## src/rtl/comm_frame_seq.sv

```systemverilog
// Three-byte command framer for a UART link: sends {cmd, data[15:8], data[7:0]},
// then waits for a single response byte or times out after TMO_CYC cycles.
module comm_frame_seq #(
  parameter logic [23:0] TMO_CYC = 24'd1_000_000
) (
  input  logic        clk,
  input  logic        rst,
  input  logic [7:0]  cmd,
  input  logic [15:0] data,
  input  logic        snd_cmd,
  output logic [7:0]  tx_data,
  output logic        trmt,
  input  logic        tx_done,
  input  logic        rx_rdy,
  input  logic [7:0]  rx_data,
  output logic        clr_rx_rdy,
  output logic        frm_snt,
  output logic        resp_rdy,
  output logic [7:0]  resp,
  input  logic        clr_resp_rdy,
  output logic        resp_tmo,
  output logic        busy
);

  localparam int CNT_W = (TMO_CYC > 24'd2) ? $clog2(TMO_CYC) : 1;
  localparam logic [CNT_W-1:0] CNT_LAST = CNT_W'(TMO_CYC - 24'd1);

  localparam logic [2:0] IDLE      = 3'd0;
  localparam logic [2:0] TX_CMD    = 3'd1;
  localparam logic [2:0] TX_HI     = 3'd2;
  localparam logic [2:0] TX_LO     = 3'd3;
  localparam logic [2:0] WAIT_RESP = 3'd4;

  logic [2:0]       state;
  logic [15:0]      data_r;
  logic [CNT_W-1:0] cnt;
  logic             rx_take;

  // rx_rdy is still high in the cycle our clear pulse is out; don't take it twice
  assign rx_take = rx_rdy & ~clr_rx_rdy;
  assign busy    = (state != IDLE);

  // tx_data doubles as the captured command byte: it is loaded on acceptance
  always_ff @(posedge clk or posedge rst) begin
    if (rst) begin
      state      <= IDLE;
      data_r     <= 16'h0000;
      cnt        <= '0;
      tx_data    <= 8'h00;
      trmt       <= 1'b0;
      clr_rx_rdy <= 1'b0;
      frm_snt    <= 1'b0;
      resp_rdy   <= 1'b0;
      resp       <= 8'h00;
      resp_tmo   <= 1'b0;
    end else begin
      trmt       <= 1'b0;
      clr_rx_rdy <= 1'b0;
      if (clr_resp_rdy)
        resp_rdy <= 1'b0;
      if (rx_take && state != WAIT_RESP)
        clr_rx_rdy <= 1'b1;
      case (state)
        IDLE: begin
          if (snd_cmd) begin
            data_r   <= data;
            tx_data  <= cmd;
            trmt     <= 1'b1;
            frm_snt  <= 1'b0;
            resp_rdy <= 1'b0;
            resp_tmo <= 1'b0;
            state    <= TX_CMD;
          end
        end
        TX_CMD: begin
          if (tx_done) begin
            tx_data <= data_r[15:8];
            trmt    <= 1'b1;
            state   <= TX_HI;
          end
        end
        TX_HI: begin
          if (tx_done) begin
            tx_data <= data_r[7:0];
            trmt    <= 1'b1;
            state   <= TX_LO;
          end
        end
        TX_LO: begin
          if (tx_done) begin
            frm_snt <= 1'b1;
            cnt     <= '0;
            state   <= WAIT_RESP;
          end
        end
        WAIT_RESP: begin
          // a byte arriving in the timeout cycle still counts as a response
          if (rx_take) begin
            resp       <= rx_data;
            resp_rdy   <= 1'b1;
            clr_rx_rdy <= 1'b1;
            state      <= IDLE;
          end else if (cnt == CNT_LAST) begin
            resp_tmo <= 1'b1;
            state    <= IDLE;
          end else if (cnt != '1) begin
            cnt <= cnt + 1'b1;
          end
        end
        default: state <= IDLE;
      endcase
    end
  end

endmodule

```

## config.mk

```make
export PLATFORM = sky130hd
export DESIGN_NAME = comm_frame_seq
export DESIGN_NICKNAME = d
export VERILOG_FILES = /design/src/rtl/comm_frame_seq.sv
export SDC_FILE = /design/constraint.sdc
export NUM_CORES = 1
export LEC_CHECK = 0
export ABC_AREA = 0
export BUFFER_PORTS_ARGS = -buffer_cell sky130_fd_sc_hd__buf_2
export CORE_AREA = 2 2 103 55
export DETAILED_ROUTE_END_ITERATION = 8
export DIE_AREA = 0 0 105 57
export PLACE_DENSITY = 0.84
export SYNTH_ARGS = -nofsm -noshare
export SYNTH_HDL_FRONTEND = slang
export SYNTH_SLANG_ARGS = --single-unit
```

## constraint.sdc

```tcl
create_clock -name clk -period 3.5 [get_ports clk]
set_clock_uncertainty 0.05 [all_clocks]
set_input_delay 0.525 -clock clk [delete_from_list [all_inputs] [get_ports clk]]
set_output_delay 0.525 -clock clk [all_outputs]
set_load 0.05 [all_outputs]
```

Word-level counts from Yosys, hierarchy flattened
Index checks and enable logic that the tools add are counted.
{"block": "totals", "register_bits": 60, "output_inout_bits": 22}
{"block": "classes", "n_addsub": 1, "eq_ne": 16, "mux": 32, "bitwise_logic": 2, "n_reduce_logical": 15}
{"cell": "20-bit 2-to-1 mux", "count": 4}
{"cell": "20-bit case mux with 2 select lines", "count": 1}
{"cell": "8-bit 2-to-1 mux", "count": 3}
{"cell": "8-bit case mux with 3 select lines", "count": 1}
{"cell": "20-bit by 1-bit adder with 20-bit output, second input constant", "count": 1}
{"cell": "20-bit equality test, second input constant", "count": 1}
{"cell": "20-bit inequality test, second input constant", "count": 1}
{"cell": "3-bit 2-to-1 mux", "count": 6}
{"cell": "2-bit inequality test, second input constant", "count": 8}
{"cell": "3-bit case mux with 5 select lines", "count": 1}
{"cell": "1-bit 2-to-1 mux", "count": 12}
{"cell": "5-bit AND reduction", "count": 2}
{"cell": "1-bit case mux with 2 select lines", "count": 4}
{"cell": "4-bit AND reduction", "count": 2}
{"cell": "3-bit by 2-bit equality test with 1-bit output, second input constant", "count": 2}
{"cell": "3-bit inequality test, second input constant", "count": 2}
{"cell": "2-bit nonzero test", "count": 3}
{"cell": "3-bit nonzero test", "count": 2}
{"cell": "2-bit AND reduction", "count": 2}
{"cell": "3-bit by 1-bit equality test with 1-bit output, second input constant", "count": 1}
{"cell": "3-bit equality test, second input constant", "count": 1}
{"cell": "3-bit zero test", "count": 1}
{"cell": "3-bit AND reduction", "count": 1}
{"cell": "2-bit OR reduction", "count": 1}
{"cell": "other kinds (3)", "count": 3}

Longest topological paths before layout
Gate-level depths: netlist of run 1.
{"block": "depth", "depth_word": 6, "mapped_depth": 8}

Worst setup path before layout of run 1
OpenSTA, ideal clock, no wires.
{"block": "synth_path", "path_type": "reg2reg", "startpoint": "reg cnt[0]", "endpoint": "reg cnt[18]", "setup_time_ns": 0.132, "t_arrival_ns": 1.785, "required_time_ns": 3.318, "slack_ns": 1.533, "stages_incl_launch_ff": 7, "path_buffers": 0, "period_less_slack_ns": 1.967, "cell_sequence": "dfrtp_1 ha_1 nand3_2 nor4_1 a41oi_1 o31ai_1 o31ai_1"}
{"block": "synth_via", "elab_chain_len": 5}
{"item": "start: declaration", "line_no": "36", "rtl": "logic [CNT_W-1:0] cnt;"}
{"item": "start signal: assignment", "line_no": "107", "rtl": "cnt <= cnt + 1'b1;"}
{"item": "20-bit by 1-bit adder with 20-bit output", "line_no": "107"}
{"item": "20-bit 2-to-1 mux", "line_no": "106", "rtl": "end else if (cnt != '1) begin"}
{"item": "20-bit 2-to-1 mux", "line_no": "103", "rtl": "end else if (cnt == CNT_LAST) begin"}
{"item": "20-bit 2-to-1 mux", "line_no": "98", "rtl": "if (rx_take) begin"}
{"item": "20-bit case mux with 2 select lines", "line_no": "63", "rtl": "case (state)"}
Parallel ways exist; a longest one is shown, timed or not. The select of a mux whose other input is x is not followed.
A chain may end at the register's enable or synchronous reset.

Worst setup path in the final report of run 1
{"block": "layout_path", "startpoint": "reg state[2]", "endpoint": "reg cnt[6]"}
{"block": "layout_via", "elab_chain_len": 3}
{"item": "start: declaration", "line_no": "34", "rtl": "logic [2:0] state;"}
{"item": "start signal: assignment", "line_no": "46", "rtl": "state <= IDLE;"}
{"item": "start signal: assignment", "line_no": "72", "rtl": "state <= TX_CMD;"}
{"item": "start signal: assignment", "line_no": "79", "rtl": "state <= TX_HI;"}
{"item": "3-bit equality test / 3-bit by 2-bit equality test with 1-bit output (equally long branches)", "line_no": "63"}
{"item": "2-bit inequality test (no line) / 2-bit nonzero test (equally long branches)"}
{"item": "5-bit AND reduction (no line)"}
Parallel ways exist; a longest one is shown, timed or not.

==> reports/metrics.cfg, run 1 <==
[logic_synthesis]
synthCells = 277
yosysSeqAreaShare_pct = 51.19
yosysTopAreaCell = dfrtp_1
yosysUniqueCellTypes = 45
syn-cell-area_um2 = 2933
synth_nets = 316
ys_warn_count = 0
yosys_register_bits = 60
async_flop_share_pct = 100.0
ys_top_cells_by_area = dfrtp_1 51%, mux2_2 13%, o21ai_0 3.4%
synth_top_area_share_pct = 51.19
synth_edf_count = 0
synthFlopType = dfrtp_1
syn_avg_cell_area_um2 = 10.59

[power_and_ir_drop]
p_per_area_nw_per_um2 = 854.7
ir_worst_vdd_mv = 0.5501
p_leak_nw = 1.585

[global_routing]
antenna_found_initial = 0
grt_pass1_vias = 2438
grt_max_degree = 36
grt.overflow.total = 0
grt_pass1_wl_mm = 12.14
grtUsageTotal_pct = 27.14

[timing]
tightest_slew_ns = 0.7042
grt_setup_unrepaired = false
finalMaxSlewViolations = 0
period_minus_slack_ns = 2.562
fmax_ghz = 0.3904
final-setup-viol-count = 0
final.setup.tns_ns = 0
finalCritPeriodShare_pct = 73.19
max_slew_margin_pct = 52.96
finalWorstSetupSlack_ns = 0.9383
hold_viol = 0

[setup_path]
cp-start-kind = flop
startpoint = state[2]$_DFFE_PP0P_
cp_slowest_stage_delay_ns = 0.71
cp.arrival_ns = 2.77
path_cells = or3b_1 > o31ai_4 > nor2_2 > a31oi_1
worstPathRequired_ns = 3.71
criticalPathCategory = reg -> reg
r2r_start = state[2]$_DFFE_PP0P_
cpMaxStageDelayCell = o31ai_4
critPathCaptureType = flop
crit_fanout = 15

[clocking]
clkSlewWorstSetupHoldPaths_ns = 0.07
h-tree-depth = 3
postCtsSetupRepairBufs = 0
numCtsBuffers = 9
cts_root_buf = clkbuf_8
cts_tree = built
cts_resized = 0
clk_latency_ns = 0.34
cts_max_path_buffers = 2
holdBufCountCts = 0
cts_sinks = 60

[run_status]
status = completed

[placement]
io_buffers = 59
gp_congestion = 0.9773
dpl.hpwl_mm = 5.523
dp_slack_ns = 1.048

[cells_and_area]
nets = 376
antenna_cells = 0
area_delta_synth_final_pct = 19.41
drive_above_1_share_pct = 34.31
final_core_util_pct = 67.58

[floorplan]
die-area_um2 = 5985
core-area_um2 = 5182
io_pins = 60
die_w_um = 105
rows = 19
die_h_um = 57
initial_core_util_pct = 56.59

[detailed_routing]
totalWireLength_mm = 7.612
via_count = 2577
ant_nets = 0
dr.pass1.iters = 7
wl_per_cell_um = 18.39
viasPerCell = 6.225
drc = 0
drt_iter0_markers = 267

[run]
drv_cap = 0

[hold_path]
min-delay-path-class = in -> async

## state kept, by name, indices dropped and copies added (netlist names)
register    count
tx_data         8
frm_snt         1
state           3
resp_rdy        1
resp_tmo        1
cnt            20
resp            8
data_r         16
trmt            1
clr_rx_rdy      1
## area by class of cell
type	count	area [um^2]
Clock buffer	11	151.4
Clock inverter	4	72.57
Fill cell	413	1680
Inverter	6	22.52
Multi-Input combinational cell	197	1338
Sequential cell	60	1501
Tap cell	73	91.34
Timing Repair Buffer	63	325.3
## critical path, delay by kind of cell, from the launching register on
family / cells / cell delay, ns
AOI/OAI and AO/OA: 2 / 0.92
DFF: 1 / 0.60
and+or+nand+nor: 2 / 0.90
## path summary, 6_finish.rpt
path	cells after the start	end	slack (ns)
worst max-delay path	4	cnt[6]$_DFFE_PP0P_	0.94
worst min-delay path	2	tx_data[6]$_DFFE_PP0P_	0.17
worst max register to register	4	cnt[6]$_DFFE_PP0P_	0.94
worst min register to register	1	cnt[18]$_DFFE_PP0P_	0.44
max in group asynchronous	3	data_r[3]$_DFFE_PP0P_	2.38
min in group clk	2	resp[5]$_DFFE_PP0P_	0.36
## cell usage in the layout (no fill, tap or decap), types with 3 or more instances in the layout
| master | count |
|---|---|
| inv_1 | 5 |
| a22oi_1 | 8 |
| nand2b_1 | 3 |
| mux2_2 | 33 |
| a21oi_1 | 10 |
| clkbuf_8 | 11 |
| nor3_1 | 5 |
| o31ai_1 | 8 |
| nor2b_1 | 3 |
| nand4_1 | 5 |
| buf_4 | 4 |
| a31oi_1 | 12 |
| o21ai_0 | 20 |
| buf_2 | 59 |
| o21a_1 | 4 |
| nor2_1 | 14 |
| nand3_1 | 15 |
| and3_1 | 4 |
| dfrtp_1 | 60 |
| nand2_1 | 24 |
## cells by family after synthesis
logic type,Yosys count,synth area share (%)
and+or+nand+nor,85,14.55
AOI/OAI and AO/OA,76,17.32
DFF,60,51.19
muxes,34,13.01
buffers and inverters,20,3.200
xor gates and xnor gates,1,0.2987
adders and majority gates,1,0.4266
## power breakdown
part | internal, mW | switching, mW | total, mW | leakage, nW
Combinational | 0.411 | 0.789 | 1.20 | 0.702
Sequential | 0.918 | 0.175 | 1.09 | 0.772
Clock | 0.434 | 0.266 | 0.701 | 0.111
## per-layer routing
layer	vias to the layer above	global-route usage [%]	part of all wire, %
met5	-	0	0
met4	0	10.67	1.9
met3	24	10.97	12
met2	157	37.11	41
met1	1241	38.88	45
li1	1155	-	-
## metrics by stage
step / instances / power (mW) / hold slack [ns] / instance area, um^2
detailed placement: 399 / 2.278 / 0.4240 / 3278
CTS: 414 / 2.994 / 0.1757 / 3502
global route: 414 / 3.147 / 0.2079 / 3502
finish: 414 / 2.993 / 0.1690 / 3502
floorplan: 277 / 1.973 / 0.3941 / 2933
global placement: 399 / 2.218 / 0.4235 / 3278
## cell usage after synthesis, types with 6 or more instances
library cell,n
a31oi_1,12
a22oi_1,8
buf_2,6
nand2_1,24
dfrtp_1,60
nor2_1,14
o21ai_0,20
a21oi_1,10
mux2_2,33
inv_1,6
o31ai_1,8
nand3_1,15
Note: power is estimated with default switching activity, not from simulation.
==> inputs of run 2 (changes only) <==
--- a/config.mk
+++ b/config.mk
@@ -7,10 +7,10 @@
 export LEC_CHECK = 0
 export ABC_AREA = 0
 export BUFFER_PORTS_ARGS = -buffer_cell sky130_fd_sc_hd__buf_2
-export CORE_AREA = 2 2 103 55
+export CORE_AREA = 2 2 108 58
 export DETAILED_ROUTE_END_ITERATION = 8
-export DIE_AREA = 0 0 105 57
-export PLACE_DENSITY = 0.84
+export DIE_AREA = 0 0 110 60
+export PLACE_DENSITY = 0.77
 export SYNTH_ARGS = -nofsm -noshare
 export SYNTH_HDL_FRONTEND = slang
 export SYNTH_SLANG_ARGS = --single-unit
==> constraint.sdc (replaced) <==
create_clock -name clk -period 2.6 [get_ports clk]
set_clock_uncertainty 0.05 [all_clocks]
set_input_delay 0.39 -clock clk [delete_from_list [all_inputs] [get_ports clk]]
set_output_delay 0.39 -clock clk [all_outputs]
set_load 0.05 [all_outputs]
==> reports/metrics.cfg, run 2 (synthesis results as in run 1) <==
[cells_and_area]
top_regs = cnt: 20 flops, data_r: 16 flops
final_common_cell = dfrtp_1
final_core_util_pct = 61.88  ; -5.7 points
regMostFlops = cnt
area_delta_synth_final_pct = 20.90
antenna_cells = 0  ; unchanged
nets = 384  ; +2.1%
largest_register_ffs = 20  ; unchanged
layout_common_cells = 60 x dfrtp_1, 59 x buf_2, 33 x mux2_2
drive_above_1_share_pct = 35.82  ; +1.5 points

[placement]
dpl.hpwl_mm = 5.678  ; +2.8%
gp_congestion = 0.9728  ; -0.46%
io_buffers = 59  ; unchanged

[floorplan]
die_w_um = 110  ; +4.8%
rows = 20  ; +1
die_h_um = 60  ; +5.3%
core-area_um2 = 5731  ; +11%
die-area_um2 = 6600  ; +10%
initial_core_util_pct = 51.18  ; -5.4 points
io_pins = 60  ; unchanged

[timing]
tightest_slew_ns = 0.7002  ; -0.003953 ns
max_slew_margin_pct = 53.22  ; +0.26 points
finalMaxSlewViolations = 0  ; unchanged
final-setup-viol-count = 0  ; unchanged
final.setup.tns_ns = 0  ; unchanged
fmax_ghz = 0.4219  ; +8.1%
finalCritPeriodShare_pct = 91.16  ; +18 points
period_minus_slack_ns = 2.370  ; -0.1915 ns
hold_viol = 0  ; unchanged
grt_setup_unrepaired = false

[setup_path]
critPathCaptureType = flop
path_cells = or3b_1 > o32ai_2 > o31ai_4 > buf_4 > buf_4 > o31ai_1 > o31ai_1
cp-start-kind = flop
crit_fanout = 12  ; -3
cp_slowest_stage_delay_ns = 0.60  ; -0.11 ns
criticalPathCategory = reg -> reg
rr_worst_depth = 7  ; +3
cpMaxStageDelayCell = or3b_1
worstPathRequired_ns = 2.75  ; -0.96 ns
cp.arrival_ns = 2.52  ; -0.25 ns

[power_and_ir_drop]
p_leak_nw = 1.615  ; +1.9%
ir_worst_vdd_mv = 0.8058  ; +46%
total_power_mw = 3.952  ; +32%
p_per_area_nw_per_um2 = 1115  ; +30%

[detailed_routing]
ant_nets = 0  ; unchanged
dr.pass1.iters = 6  ; -1
drc = 0  ; unchanged
via_count = 2574  ; -0.12%
drt_iter0_markers = 200  ; -25%
totalWireLength_mm = 7.811  ; +2.6%
viasPerCell = 6.042  ; -2.9%
wl_per_cell_um = 18.34  ; -0.28%

[clocking]
numCtsBuffers = 9  ; unchanged
clkSlewWorstSetupHoldPaths_ns = 0.07  ; about the same
cts_max_path_buffers = 2  ; unchanged
postCtsSetupRepairBufs = 0  ; unchanged
h-tree-depth = 3  ; unchanged
cts_sinks = 60  ; unchanged
cts_resized = 0  ; unchanged
holdBufCountCts = 0  ; unchanged
cts_tree = built
cts_root_buf = clkbuf_8
clk_latency_ns = 0.34  ; about the same

[global_routing]
grt.overflow.total = 0  ; unchanged
grtUsageTotal_pct = 26.33  ; -0.81 points
antenna_found_initial = 0  ; unchanged
grt_pass1_wl_mm = 12.71  ; +4.7%
grt_pass1_vias = 2485  ; +1.9%
grt_max_degree = 61  ; +69%

[run]
drv_cap = 0  ; unchanged

[hold_path]
min-delay-path-class = in -> async

[run_status]
status = completed

==> run 2: cell count changes in the layout (fill, tap and decap cells not counted) <==
cell / delta
clkbuf_8: -1
buf_4: +7
clkinv_2: +2
bufinv_16: -1
buf_12: +1
==> run 2: report_power, final <==
group / internal [mW] / switching, mW / total (mW) / leakage (nW)
logic: 0.598 / 1.08 / 1.68 / 0.745
registers: 1.24 / 0.213 / 1.45 / 0.772
clock network: 0.458 / 0.367 / 0.825 / 0.0979
==> run 2: metal layers <==
metal	track usage, %	share of wire [%]	vias to the layer above	routed length, um
li1	-	-	1174	-
met1	38.81	47	1252	3678
met2	36.28	42	130	3282
met3	10.03	9.1	18	713
met4	6.510	1.8	0	137
met5	0	0	-	0
==> run 2: cell type report <==
type	count	area (um^2)
fillers	477	2185
flip-flops and latches	60	1501
multi-input cells	197	1338
repair buffers	71	397.9
clock buffers	10	137.6
well taps	77	96.34
clock inverters	5	52.55
inverters	6	22.52
==> run 2: path summary, 6_finish.rpt <==
check / end / slack, ns / from
min reg2reg: cnt[18]$_DFFE_PP0P_ / 0.45 / cnt[18]$_DFFE_PP0P_
min: tx_data[5]$_DFFE_PP0P_ / 0.03 / rst
min in group clk: data_r[10]$_DFFE_PP0P_ / 0.23 / data[10]
max: cnt[18]$_DFFE_PP0P_ / 0.23 / state[1]$_DFFE_PP0P_
max in group asynchronous: resp[0]$_DFFE_PP0P_ / 2.17 / rst
max reg2reg: cnt[18]$_DFFE_PP0P_ / 0.23 / state[1]$_DFFE_PP0P_
==> run 2: per-stage QoR <==
stage / hold WS, ns / cells / cell area [um^2] / setup slack (ns)
floorplan: 0.3941 / 277 / 2933 / 0.6326
global placement: 0.4183 / 408 / 3333 / 0.2913
detailed placement: 0.4253 / 408 / 3333 / 0.2025
CTS: 0.06842 / 423 / 3523 / 0.1829
global route: 0.08121 / 426 / 3546 / 0.1063
finish: 0.03197 / 426 / 3546 / 0.2299
==> run 2: critical path, delay by kind of cell, from the launching register on <==
kind | cells | cell delay [ns]
buffers and inverters | 2 | 0.35
and+or+nand+nor | 1 | 0.60
DFF | 1 | 0.50
AOI/OAI and AO/OA | 4 | 0.73
